File: config.mk
export PLATFORM = sky130hd
export DESIGN_NAME = bcd_operand_entry_flat
export DESIGN_NICKNAME = d
export VERILOG_FILES = /design/src/rtl/bcd_operand_entry_if.sv /design/src/rtl/bcd_operand_entry.sv /design/src/flat_wrapper.sv
export SDC_FILE = /design/constraint.sdc
export NUM_CORES = 1
export LEC_CHECK = 0
export CORE_MARGIN = 3
export CORE_UTILIZATION = 30
export DETAILED_ROUTE_END_ITERATION = 8
export PLACE_DENSITY = 0.55
export SYNTH_ARGS = -nofsm -noshare
export SYNTH_HDL_FRONTEND = slang
export SYNTH_SLANG_ARGS = --single-unit
File: constraint.sdc
create_clock -name clk -period 7.2 [get_ports clk]
set_input_delay 1.44 -clock clk [delete_from_list [all_inputs] [get_ports clk]]
set_output_delay 1.44 -clock clk [all_outputs]
set_load 0.05 [all_outputs]
File: src/rtl/bcd_operand_entry_if.sv
// Button inputs and operand outputs of the decimal-adder operand entry front end.
// The master drives the raw buttons; the slave (entry block) drives the operands.
interface bcd_operand_entry_if;
  logic       btn_inc;
  logic       btn_next;
  logic       btn_clr;
  logic [3:0] a;
  logic [3:0] b;
  logic       ci;
  logic [1:0] sel;
  logic       op_valid;
  logic       op_load;

  modport master (
    output btn_inc, btn_next, btn_clr,
    input  a, b, ci, sel, op_valid, op_load
  );

  modport slave (
    input  btn_inc, btn_next, btn_clr,
    output a, b, ci, sel, op_valid, op_load
  );
endinterface

File: src/rtl/bcd_operand_entry.sv
// Pushbutton operand entry for the single-digit BCD adder: sync + debounce of three
// buttons feeding a field-entry FSM for operand A, operand B and carry-in.
//
// state    | meaning
// ENTER_A  | inc steps operand A (0..9 wrap)
// ENTER_B  | inc steps operand B (0..9 wrap)
// ENTER_CI | inc toggles carry-in
// DONE     | operands final, inc ignored
module bcd_operand_entry #(
  parameter int DEB_CYCLES = 16,
  parameter int CNT_W      = 20
) (
  input  logic                clk,
  input  logic                rst,
  bcd_operand_entry_if.slave  bus
);

  typedef enum logic [1:0] {
    ENTER_A  = 2'd0,
    ENTER_B  = 2'd1,
    ENTER_CI = 2'd2,
    DONE     = 2'd3
  } state_t;

  localparam logic [CNT_W-1:0] CNT_LAST = CNT_W'(DEB_CYCLES - 1);

  // Bit order for all button vectors: [0]=inc, [1]=next, [2]=clr.
  logic [2:0]       raw;
  logic [2:0]       sync1_q, sync2_q;
  logic [2:0]       deb_q, deb_d;
  logic [2:0]       deb_dly_q;
  logic [2:0]       press;
  logic [CNT_W-1:0] cnt_q [3];
  logic [CNT_W-1:0] cnt_d [3];

  state_t     state_q, state_d;
  logic [3:0] a_q, a_d;
  logic [3:0] b_q, b_d;
  logic       ci_q, ci_d;
  logic       op_valid_q, op_valid_d;
  logic       op_load_q, op_load_d;

  assign raw = {bus.btn_clr, bus.btn_next, bus.btn_inc};

  always_comb begin
    for (int i = 0; i < 3; i++) begin
      deb_d[i] = deb_q[i];
      cnt_d[i] = '0;
      if (sync2_q[i] != deb_q[i]) begin
        if (cnt_q[i] == CNT_LAST) begin
          deb_d[i] = sync2_q[i];
        end else begin
          cnt_d[i] = cnt_q[i] + CNT_W'(1);
        end
      end
    end
  end

  always_ff @(posedge clk or posedge rst) begin
    if (rst) begin
      sync1_q   <= '0;
      sync2_q   <= '0;
      deb_q     <= '0;
      deb_dly_q <= '0;
      for (int i = 0; i < 3; i++) cnt_q[i] <= '0;
    end else begin
      sync1_q   <= raw;
      sync2_q   <= sync1_q;
      deb_q     <= deb_d;
      deb_dly_q <= deb_q;
      for (int i = 0; i < 3; i++) cnt_q[i] <= cnt_d[i];
    end
  end

  // Press pulse lasts exactly one cycle after each debounced rising edge.
  assign press = deb_q & ~deb_dly_q;

  always_comb begin
    state_d = state_q;
    a_d     = a_q;
    b_d     = b_q;
    ci_d    = ci_q;
    if (press[2]) begin
      state_d = ENTER_A;
      a_d     = 4'd0;
      b_d     = 4'd0;
      ci_d    = 1'b0;
    end else begin
      if (press[0]) begin
        case (state_q)
          ENTER_A:  a_d  = (a_q >= 4'd9) ? 4'd0 : a_q + 4'd1;
          ENTER_B:  b_d  = (b_q >= 4'd9) ? 4'd0 : b_q + 4'd1;
          ENTER_CI: ci_d = ~ci_q;
          default:  ;
        endcase
      end
      if (press[1]) begin
        case (state_q)
          ENTER_A:  state_d = ENTER_B;
          ENTER_B:  state_d = ENTER_CI;
          ENTER_CI: state_d = DONE;
          default:  state_d = ENTER_A;
        endcase
      end
    end
    op_valid_d = (state_d == DONE);
    op_load_d  = (state_d == DONE) && (state_q != DONE);
  end

  always_ff @(posedge clk or posedge rst) begin
    if (rst) begin
      state_q    <= ENTER_A;
      a_q        <= 4'd0;
      b_q        <= 4'd0;
      ci_q       <= 1'b0;
      op_valid_q <= 1'b0;
      op_load_q  <= 1'b0;
    end else begin
      state_q    <= state_d;
      a_q        <= a_d;
      b_q        <= b_d;
      ci_q       <= ci_d;
      op_valid_q <= op_valid_d;
      op_load_q  <= op_load_d;
    end
  end

  assign bus.a        = a_q;
  assign bus.b        = b_q;
  assign bus.ci       = ci_q;
  assign bus.sel      = state_q;
  assign bus.op_valid = op_valid_q;
  assign bus.op_load  = op_load_q;

endmodule

File: src/flat_wrapper.sv
// flat-port wrapper written by rule: the top's interface ports become plain ports
module bcd_operand_entry_flat 
#(
  parameter int DEB_CYCLES = 16,
  parameter int CNT_W      = 20
)
  (clk, rst, bus_btn_inc, bus_btn_next, bus_btn_clr, bus_a, bus_b, bus_ci, bus_sel, bus_op_valid, bus_op_load);
  bcd_operand_entry_if bus_i ();
  input  logic clk;
  input  logic rst;
  input wire logic [$bits(bus_i.btn_inc)-1:0] bus_btn_inc;
  input wire logic [$bits(bus_i.btn_next)-1:0] bus_btn_next;
  input wire logic [$bits(bus_i.btn_clr)-1:0] bus_btn_clr;
  output wire logic [$bits(bus_i.a)-1:0] bus_a;
  output wire logic [$bits(bus_i.b)-1:0] bus_b;
  output wire logic [$bits(bus_i.ci)-1:0] bus_ci;
  output wire logic [$bits(bus_i.sel)-1:0] bus_sel;
  output wire logic [$bits(bus_i.op_valid)-1:0] bus_op_valid;
  output wire logic [$bits(bus_i.op_load)-1:0] bus_op_load;
  assign bus_i.btn_inc = bus_btn_inc;
  assign bus_i.btn_next = bus_btn_next;
  assign bus_i.btn_clr = bus_btn_clr;
  assign bus_a = bus_i.a;
  assign bus_b = bus_i.b;
  assign bus_ci = bus_i.ci;
  assign bus_sel = bus_i.sel;
  assign bus_op_valid = bus_i.op_valid;
  assign bus_op_load = bus_i.op_load;
  bcd_operand_entry #(.DEB_CYCLES(DEB_CYCLES), .CNT_W(CNT_W)) u_core (.clk(clk), .rst(rst), .bus(bus_i));
endmodule
==> flow_metrics.tcl, run 1 <==
set metrics [dict create \
    worst_pin_slew_ns 1.05 \
    wirelength_mm 7.88 \
    numClockSinks 85 \
    ant_nets 0 \
    worst_slack_ns 4.13 \
    cap_viol_max_count 0 \
    ys_seq_elements 85 \
    grt_pass1_wl_mm 14.0 \
    core-area_mm2 0.0135 \
    port_buffers 17 \
    numCtsBuffers 9 \
    utilization 0.357 \
    grt_usage 0.106 \
    wl_per_cell_um 13.1 \
    post-route-period-util 0.427 \
    cts_setup_buffers 0 \
    via_per_inst 4.91 \
    pre_cts_ws_ns 4.32 \
    worst_hold_slack_ns 0.360 \
    netlist_instances 410 \
    rsz0062_at_grt "no" \
    synth_edf_count 0 \
    cp_data_required_time_ns 5.76 \
    hp-class "reg -> reg" \
    yosys_most_used_dff "dfrtp_1" \
    min-delay-start "u_core.sync1_q[2]" \
    fin_crit_ns 3.07 \
    drc 0 \
    clock_path_buffers 2 \
    critical_path_arrival_ns 1.63 \
    r2r_slack_ns 5.19 \
    status "complete, no violations" \
    maxSlewHeadroom 0.303 \
    fp.dieH_um 125 \
    seq_area_frac_synth 0.502 \
    grt_pass1_vias 2927 \
    crit_start "u_core.bus.a[0]" \
    cp_num_buf_inv 1 \
    worstSkewPairLatency_ns 0.34 \
    synth_fp_nets 428 \
    dp_hpwl_mm 5.23 \
    vdd_drop_max_mv 0.116 \
    grt_max_degree 86 \
    end_kind "primary output" \
    hold_buffers 0 \
    cp-start-kind "flip-flop" \
    die-area_mm2 0.0156 \
    r2r_start "u_core.cnt_q[0]" \
    syn_area_mm2 0.00424 \
    powerDensity_mw_per_mm2 203 \
    cts_tree "built" \
    finalHoldViolations 0 \
    cpPeakStageDelay_ns 0.85 \
    drt_iter0_markers 141 \
    cp_top_family "buffers and inverters" \
    clock_skew_ns 0.00533 \
    cts_root_buf "clkbuf_16" \
    antenna_found_initial 0 \
    core.rowCount 42 \
    postSynthAreaPerCell_um2 10.3 \
    setup_viol 0 \
    fin_nets 438 \
    cp_max_fo 7 \
    ios 18 \
    p_leak_nw 2.07 \
    maxClockFrequency_ghz 0.325 \
    dieWidth_um 125 \
    clkTransAtPathRegs_ns 0.06 \
    final_cell_area_mm2 0.00482 \
    drive_above_1_share 0.0682 \
    overflow 0 \
    initial_core_util 0.314 \
    yosysWarnings 0 \
    final_max_slew_viol_count 0 \
    tns_ns 0 \
    htreeDepth 3 \
    yosys.cell_types.count 44 \
    path_cells "clkdlybuf4s50_1" \
    vias 2953 \
    synthArstFlopShare 1.00 \
    worstSetupPathType "reg -> out" \
    place_area_mm2 0.00452 \
    cp_slowest_cell "clkdlybuf4s50_1" \
    gp_congestion 0.780 \
    area_growth_pct 13.7 \
    antenna_cells 0 \
    firstDrtPassIters 4 \
    postCtsResizedCells 0 \
]
-- metrics by stage --
stage	std cells	power, W
floorplan	410	0.000519
global placement	585	0.000527
detailed placement	585	0.000528
CTS	601	0.000995
global route	601	0.00102
finish	601	0.000979
-- layout make-up --
cell class / count / area (um^2)
Clock buffer: 12 / 246
Clock inverter: 4 / 47.5
Fill cell: 1337 / 8690
Inverter: 14 / 53.8
Multi-Input combinational cell: 292 / 1940
Sequential cell: 85 / 2130
Tap cell: 176 / 220
Timing Repair Buffer: 18 / 178
-- cell usage after synthesis, types with 4 or more instances --
| cell | instances | area, um^2 |
|---|---|---|
| dfrtp_1 | 85 | 2130 |
| nor2_1 | 59 | 221 |
| xor2_1 | 32 | 280 |
| nand4_1 | 27 | 169 |
| nand3_1 | 19 | 95.1 |
| nand2_1 | 17 | 63.8 |
| nor4_1 | 16 | 100 |
| xnor2_1 | 16 | 140 |
| inv_1 | 14 | 52.6 |
| ha_1 | 13 | 163 |
| and4_1 | 12 | 105 |
| a21oi_1 | 11 | 55.1 |
| o21ai_0 | 11 | 55.1 |
| buf_2 | 8 | 40.0 |
| and3_1 | 6 | 37.5 |
| or3_1 | 6 | 37.5 |
| and2_1 | 4 | 25.0 |
| clkbuf_1 | 4 | 15.0 |
| mux2_2 | 4 | 45.0 |
| nor2b_1 | 4 | 25.0 |
-- cells in the final DEF (no fill, tap or decap), types with 3 or more instances in the layout --
| cell type | instances |
|---|---|
| a21oi_1 | 11 |
| ha_1 | 13 |
| and2_1 | 4 |
| nand2_1 | 17 |
| nor4b_1 | 3 |
| inv_1 | 13 |
| nor4_1 | 16 |
| o2111a_1 | 3 |
| clkinv_2 | 3 |
| clkdlybuf4s50_1 | 17 |
| nor3b_1 | 3 |
| nor3_1 | 3 |
| dfrtp_1 | 85 |
| and4_1 | 12 |
| nand4_1 | 27 |
| nor2b_1 | 4 |
| xnor2_1 | 16 |
| nor2_1 | 59 |
| clkbuf_16 | 9 |
| xor2_1 | 32 |
| nand3_1 | 19 |
| or3_1 | 6 |
| o21ai_0 | 11 |
| mux2_2 | 4 |
| and3_1 | 6 |
-- logic make-up after synthesis --
group / after synthesis / synth area share
simple gates: 187 / 0.246
flops: 85 / 0.502
xor+xnor: 48 / 0.0993
compound gates: 38 / 0.0600
buf+inv: 33 / 0.0387
fa+ha+maj: 13 / 0.0384
mux: 6 / 0.0154
-- flip-flops by register name (all words and copies together), names as in the netlist --
signal,cells
u_core.cnt_q,60
u_core.bus.a,4
u_core.bus.b,4
u_core.deb_dly_q,3
u_core.deb_q,3
u_core.sync1_q,3
u_core.sync2_q,3
u_core.bus.sel,2
u_core.bus.ci,1
u_core.bus.op_load,1
u_core.bus.op_valid,1
-- final timing paths --
| check | end | depth (start not counted) |
|---|---|---|
| max | bus_a[0] | 1 |
| max reg2reg | u_core.cnt_q[14] | 5 |
| max in group asynchronous | u_core.sync2_q[0] | 3 |
| min reg2reg | u_core.sync2_q[2] | 0 |
| min in group asynchronous | u_core.cnt_q[35] | 3 |
| min | u_core.sync2_q[2] | 0 |
-- layer usage --
| metal | GRT usage | share of wire | up-vias |
|---|---|---|---|
| met1 | 0.142 | 0.49 | 1447 |
| li1 | - | - | 1470 |
| met3 | 0.0304 | 0.029 | 10 |
| met4 | 0.0344 | 0.014 | 0 |
| met5 | 0 | 0 | - |
| met2 | 0.168 | 0.46 | 26 |
-- where the power goes --
group | leakage, nW | switching, W | internal, W
Sequential | 1.17 | 0.00000531 | 0.000484
Combinational | 0.766 | 0.0000202 | 0.00000848
Clock | 0.143 | 0.000183 | 0.000277
Power figures use the tool's default switching activity.
==> run 2: changes to the inputs <==
--- a/config.mk
+++ b/config.mk
@@ -8,7 +8,7 @@
 export CORE_MARGIN = 3
 export CORE_UTILIZATION = 30
 export DETAILED_ROUTE_END_ITERATION = 8
-export PLACE_DENSITY = 0.55
+export PLACE_DENSITY = 0.57
 export SYNTH_ARGS = -nofsm -noshare
 export SYNTH_HDL_FRONTEND = slang
 export SYNTH_SLANG_ARGS = --single-unit
==> constraint.sdc (replaced) <==
create_clock -name clk -period 2.5 [get_ports clk]
set_input_delay 0.5 -clock clk [delete_from_list [all_inputs] [get_ports clk]]
set_output_delay 0.5 -clock clk [all_outputs]
set_load 0.05 [all_outputs]
==> run 2 against run 1 <==
Against the previous run: core utilization rose by 0.67 points; flip-flop and latch count did not move; wire length fell by 0.93%; critical path depth did not move; register-to-register slack got worse by 4.6 ns; non-clock buffer count rose by 4; critical endpoint unchanged; largest power group is now clock.
==> flow_metrics.tcl, run 2 (synthesis results as in run 1) <==
set metrics [dict create \
    end_kind "primary output" \
    cts_root_buf "clkbuf_16" \
    dp_hpwl_mm 5.37 \
    gp_congestion 0.832 \
    hp-class "reg -> reg" \
    wl_per_cell_um 12.9 \
    cp_num_buf_inv 1 \
    wirelength_mm 7.81 \
    grt_pass1_wl_mm 14.1 \
    cts_setup_buffers 0 \
    fin_nets 442 \
    cp_slowest_cell "clkdlybuf4s50_1" \
    tns_ns 0 \
    drc 0 \
    antenna_found_initial 0 \
    ios 18 \
    maxSlewHeadroom 0.603 \
    powerDensity_mw_per_mm2 599 \
    post-route-period-util 0.853 \
    fin_crit_ns 2.13 \
    largest-register "u_core.cnt_q" \
    status "complete, no violations" \
    final_max_slew_viol_count 0 \
    initial_core_util 0.314 \
    numCtsBuffers 9 \
    htreeDepth 3 \
    cpPeakStageDelay_ns 0.85 \
    cap_viol_max_count 0 \
    core-area_mm2 0.0135 \
    dieWidth_um 125 \
    cp_top_family "buffers and inverters" \
    p_leak_nw 2.12 \
    clkTransAtPathRegs_ns 0.06 \
    area_growth_pct 15.9 \
    final_cell_count_no_fill 605 \
    worstSkewPairLatency_ns 0.33 \
    hold_buffers 0 \
    vias 2963 \
    ant_nets 0 \
    final_cell_mix "85 x dfrtp_1, 59 x nor2_1, 32 x xor2_1" \
    mostFrequentLayoutCell "dfrtp_1" \
    critical_path_arrival_ns 1.63 \
    maxClockFrequency_ghz 0.469 \
    grt_pass1_vias 3047 \
    grt_usage 0.108 \
    setup_viol 0 \
    cp-start-kind "flip-flop" \
    placedCellCount 589 \
    port_buffers 17 \
    numClockSinks 85 \
    path_cells "clkdlybuf4s50_1" \
    cp_data_required_time_ns 2.00 \
    rsz0062_at_grt "no" \
    via_per_inst 4.90 \
    firstDrtPassIters 4 \
    largest_reg_flops 60 \
    drt_iter0_markers 146 \
    worst_pin_slew_ns 0.595 \
    antenna_cells 0 \
    grt_max_degree 34 \
    core.rowCount 42 \
    die-area_mm2 0.0156 \
    finalHoldViolations 0 \
    vdd_drop_max_mv 0.347 \
    cp_max_fo 7 \
    worstSetupPathType "reg -> out" \
    fp.dieH_um 125 \
    postCtsResizedCells 0 \
    clock_path_buffers 2 \
    drive_above_1_share 0.0793 \
    overflow 0 \
    clock_skew_ns 0.00302 \
    cts_tree "built" \
]
==> run 2: cell types whose count changed in the layout (fill, tap and decap cells not counted), sizes merged <==
cell / delta
bufinv: +1
clkinv: -1
buf: +4
==> run 2: path summary, 6_finish.rpt <==
check,start,end,slack [ns],depth (start not counted)
max,u_core.bus.a[0],bus_a[0],0.37,1
min,u_core.sync1_q[0],u_core.sync2_q[0],0.35,0
max reg2reg,u_core.bus.a[0],u_core.bus.a[2],0.59,5
min reg2reg,u_core.sync1_q[0],u_core.sync2_q[0],0.35,0
max in group asynchronous,rst,u_core.cnt_q[11],1.38,3
min in group asynchronous,rst,u_core.bus.a[0],0.58,2
==> run 2: cell type report <==
cell class | instances | area [um^2]
repair buffers | 22 | 233
inverters | 14 | 56.3
flip-flops and latches | 85 | 2130
multi-input cells | 292 | 1940
fillers | 1338 | 8600
clock buffers | 12 | 256
clock inverters | 4 | 70.1
well taps | 176 | 220
==> run 2: layer usage <==
layer  routed length (um)  track usage  share of wire  vias up
li1                     -            -              -     1479
met2                 3670        0.171           0.47       31
met4                   84       0.0325          0.011        0
met3                  251       0.0317          0.032        9
met1                 3800        0.142           0.49     1444
met5                    0            0              0        -
==> run 2: metrics by stage <==
stage                     power [W]   util  cell area (um^2)  hold WS, ns  worst slack (ns)
after floorplan             0.00149      -              4240        0.331             0.420
after global placement      0.00153  0.339              4580        0.333             0.700
after detailed placement    0.00153  0.339              4580        0.342             0.618
after CTS                   0.00299  0.363              4910        0.356             0.348
after global routing        0.00307  0.363              4910        0.357             0.291
final                       0.00294  0.363              4910        0.353             0.367
==> run 2: where the power goes <==
part	switching [W]	internal (W)	leakage [nW]
clock	0.000511	0.000926	0.163
combinational	0.0000602	0.0000320	0.791
sequential	0.0000149	0.00139	1.17
total	0.000587	0.00235	2.12
==> run 3: changes to the inputs <==
--- a/config.mk
+++ b/config.mk
@@ -7,8 +7,9 @@
 export LEC_CHECK = 0
 export CORE_MARGIN = 3
 export CORE_UTILIZATION = 30
+export CTS_CLUSTER_SIZE = 24
 export DETAILED_ROUTE_END_ITERATION = 8
-export PLACE_DENSITY = 0.57
+export PLACE_DENSITY = 0.55
 export SYNTH_ARGS = -nofsm -noshare
 export SYNTH_HDL_FRONTEND = slang
 export SYNTH_SLANG_ARGS = --single-unit
==> constraint.sdc (replaced) <==
create_clock -name clk -period 2.6 [get_ports clk]
set_input_delay 0.52 -clock clk [delete_from_list [all_inputs] [get_ports clk]]
set_output_delay 0.52 -clock clk [all_outputs]
set_load 0.05 [all_outputs]
==> run 3 against run 2 <==
Against the previous run: die area did not move; first-iteration DRC count rose by 24%; critical path type unchanged; non-clock buffer count fell by 2; clock-buffer cell count fell by 2; clock skew rose by 0.0022 ns; wire length fell by 0.41%.
==> flow_metrics.tcl, run 3 (synthesis results as in run 1) <==
set metrics [dict create \
    htreeDepth 3 \
    maxSlewHeadroom 0.640 \
    initial_core_util 0.314 \
    final_cell_count_no_fill 603 \
    wl_per_cell_um 12.9 \
    powerDensity_mw_per_mm2 557 \
    drive_above_1_share 0.0749 \
    final_cell_mix "85 x dfrtp_1, 59 x nor2_1, 32 x xor2_1" \
    critical_path_arrival_ns 1.63 \
    final_max_slew_viol_count 0 \
    core-area_mm2 0.0135 \
    hp-class "reg -> reg" \
    firstDrtPassIters 4 \
    pre_cts_ws_ns 0.742 \
    die-area_mm2 0.0156 \
    status "complete, no violations" \
    fin_nets 440 \
    finalHoldViolations 0 \
    post-route-period-util 0.827 \
    end_kind "primary output" \
    cp_top_family "buffers and inverters" \
    utilization 0.359 \
    grt_pass1_vias 2983 \
    largest-register "u_core.cnt_q" \
    dieWidth_um 125 \
    grt_pass1_wl_mm 14.2 \
    antenna_found_initial 0 \
    cts_setup_buffers 0 \
    dp_hpwl_mm 5.25 \
    regArea_mm2 0.00213 \
    cp_data_required_time_ns 2.08 \
    grt_usage 0.108 \
    drt_iter0_markers 181 \
    drc 0 \
    path_cells "clkdlybuf4s50_1" \
    cts_root_buf "clkbuf_16" \
    core.rowCount 42 \
    via_per_inst 4.93 \
    cpPeakStageDelay_ns 0.85 \
    fin_crit_ns 2.15 \
    worstSetupPathType "reg -> out" \
    postCtsResizedCells 0 \
    cp_num_buf_inv 1 \
    cp_max_fo 7 \
    rsz0062_at_grt "no" \
    cp-start-kind "flip-flop" \
    grt_max_degree 86 \
    r2r_slack_ns 0.76 \
    vdd_drop_max_mv 0.363 \
    fp.dieH_um 125 \
    ant_nets 0 \
    ios 18 \
    antenna_cells 0 \
    clock_path_buffers 2 \
    cap_viol_max_count 0 \
    clock_skew_ns 0.00526 \
    area_growth_pct 14.4 \
    cts_tree "built" \
    placedCellCount 587 \
    hold_buffers 0 \
    min-delay-start "u_core.sync1_q[0]" \
    r2r_cells 5 \
    vias 2971 \
    whs_endpoint "u_core.sync2_q[0]" \
    maxClockFrequency_ghz 0.465 \
    worst_slack_ns 0.450 \
    wirelength_mm 7.78 \
    setup_viol 0 \
    gp_congestion 0.765 \
    p_leak_nw 2.08 \
    largest_reg_flops 60 \
    fill_cells 1324 \
    clkTransAtPathRegs_ns 0.06 \
    tns_ns 0 \
    worstSkewPairLatency_ns 0.34 \
    overflow 0 \
    worst_pin_slew_ns 0.539 \
    multi_input_area_mm2 0.00194 \
    numClockSinks 85 \
    cp_slowest_cell "clkdlybuf4s50_1" \
    numCtsBuffers 9 \
    r2r_end "u_core.bus.a[2]" \
    port_buffers 17 \
    r2r_start "u_core.bus.a[0]" \
    worst_hold_slack_ns 0.355 \
    mostFrequentLayoutCell "dfrtp_1" \
    whs_path_depth 0 \
]
-- run 3: cell count changes in the layout (fill, tap and decap cells not counted), sizes merged --
cell      before  now
clkbuf        12   10
buf            5    3
clkinvlp       1    3
bufinv         2    1
clkinv         2    3
-- run 3: how the worst max path moves through the flow --
| stage | start | endpoint | slack, ns | cells after the start |
|---|---|---|---|---|
| 2_1_floorplan | u_core.bus.a[1] | u_core.bus.a[2] | 0.52 | 6 |
| 3_3_place_gp | u_core.bus.a[0] | u_core.bus.a[2] | 0.78 | 5 |
| 3_5_place_dp | u_core.bus.a[0] | u_core.bus.a[2] | 0.74 | 5 |
| 4_1_cts | u_core.bus.a[0] | bus_a[0] | 0.42 | 1 |
| 5_1_grt | u_core.bus.a[0] | bus_a[0] | 0.38 | 1 |
| 6_report | u_core.bus.a[0] | bus_a[0] | 0.45 | 1 |
-- run 3: through the flow --
step                      total power [W]  instance area (um^2)
final                             0.00270                  4850
after global routing              0.00283                  4850
after floorplan                   0.00144                  4240
after CTS                         0.00275                  4850
after global placement            0.00146                  4550
after detailed placement          0.00147                  4550
-- run 3: final cells by class --
| cell class | instances | area share |
|---|---|---|
| well taps | 176 | 0.0454 |
| clock inverters | 6 | 0.0132 |
| multi-input cells | 292 | 0.401 |
| repair buffers | 20 | 0.0423 |
| flip-flops and latches | 85 | 0.439 |
| inverters | 14 | 0.0116 |
| clock buffers | 10 | 0.0473 |
-- run 3: routing by layer --
metal	track usage	wire length (um)
met1	0.145	3900
met2	0.167	3540
met3	0.0326	247
met4	0.0370	87
met5	0	0
-- run 3: power breakdown --
part | leakage [nW] | total (W) | switching [W] | internal [W]
logic | 0.776 | 0.0000848 | 0.0000573 | 0.0000275
clock network | 0.138 | 0.00126 | 0.000518 | 0.000742
registers | 1.17 | 0.00135 | 0.0000142 | 0.00134
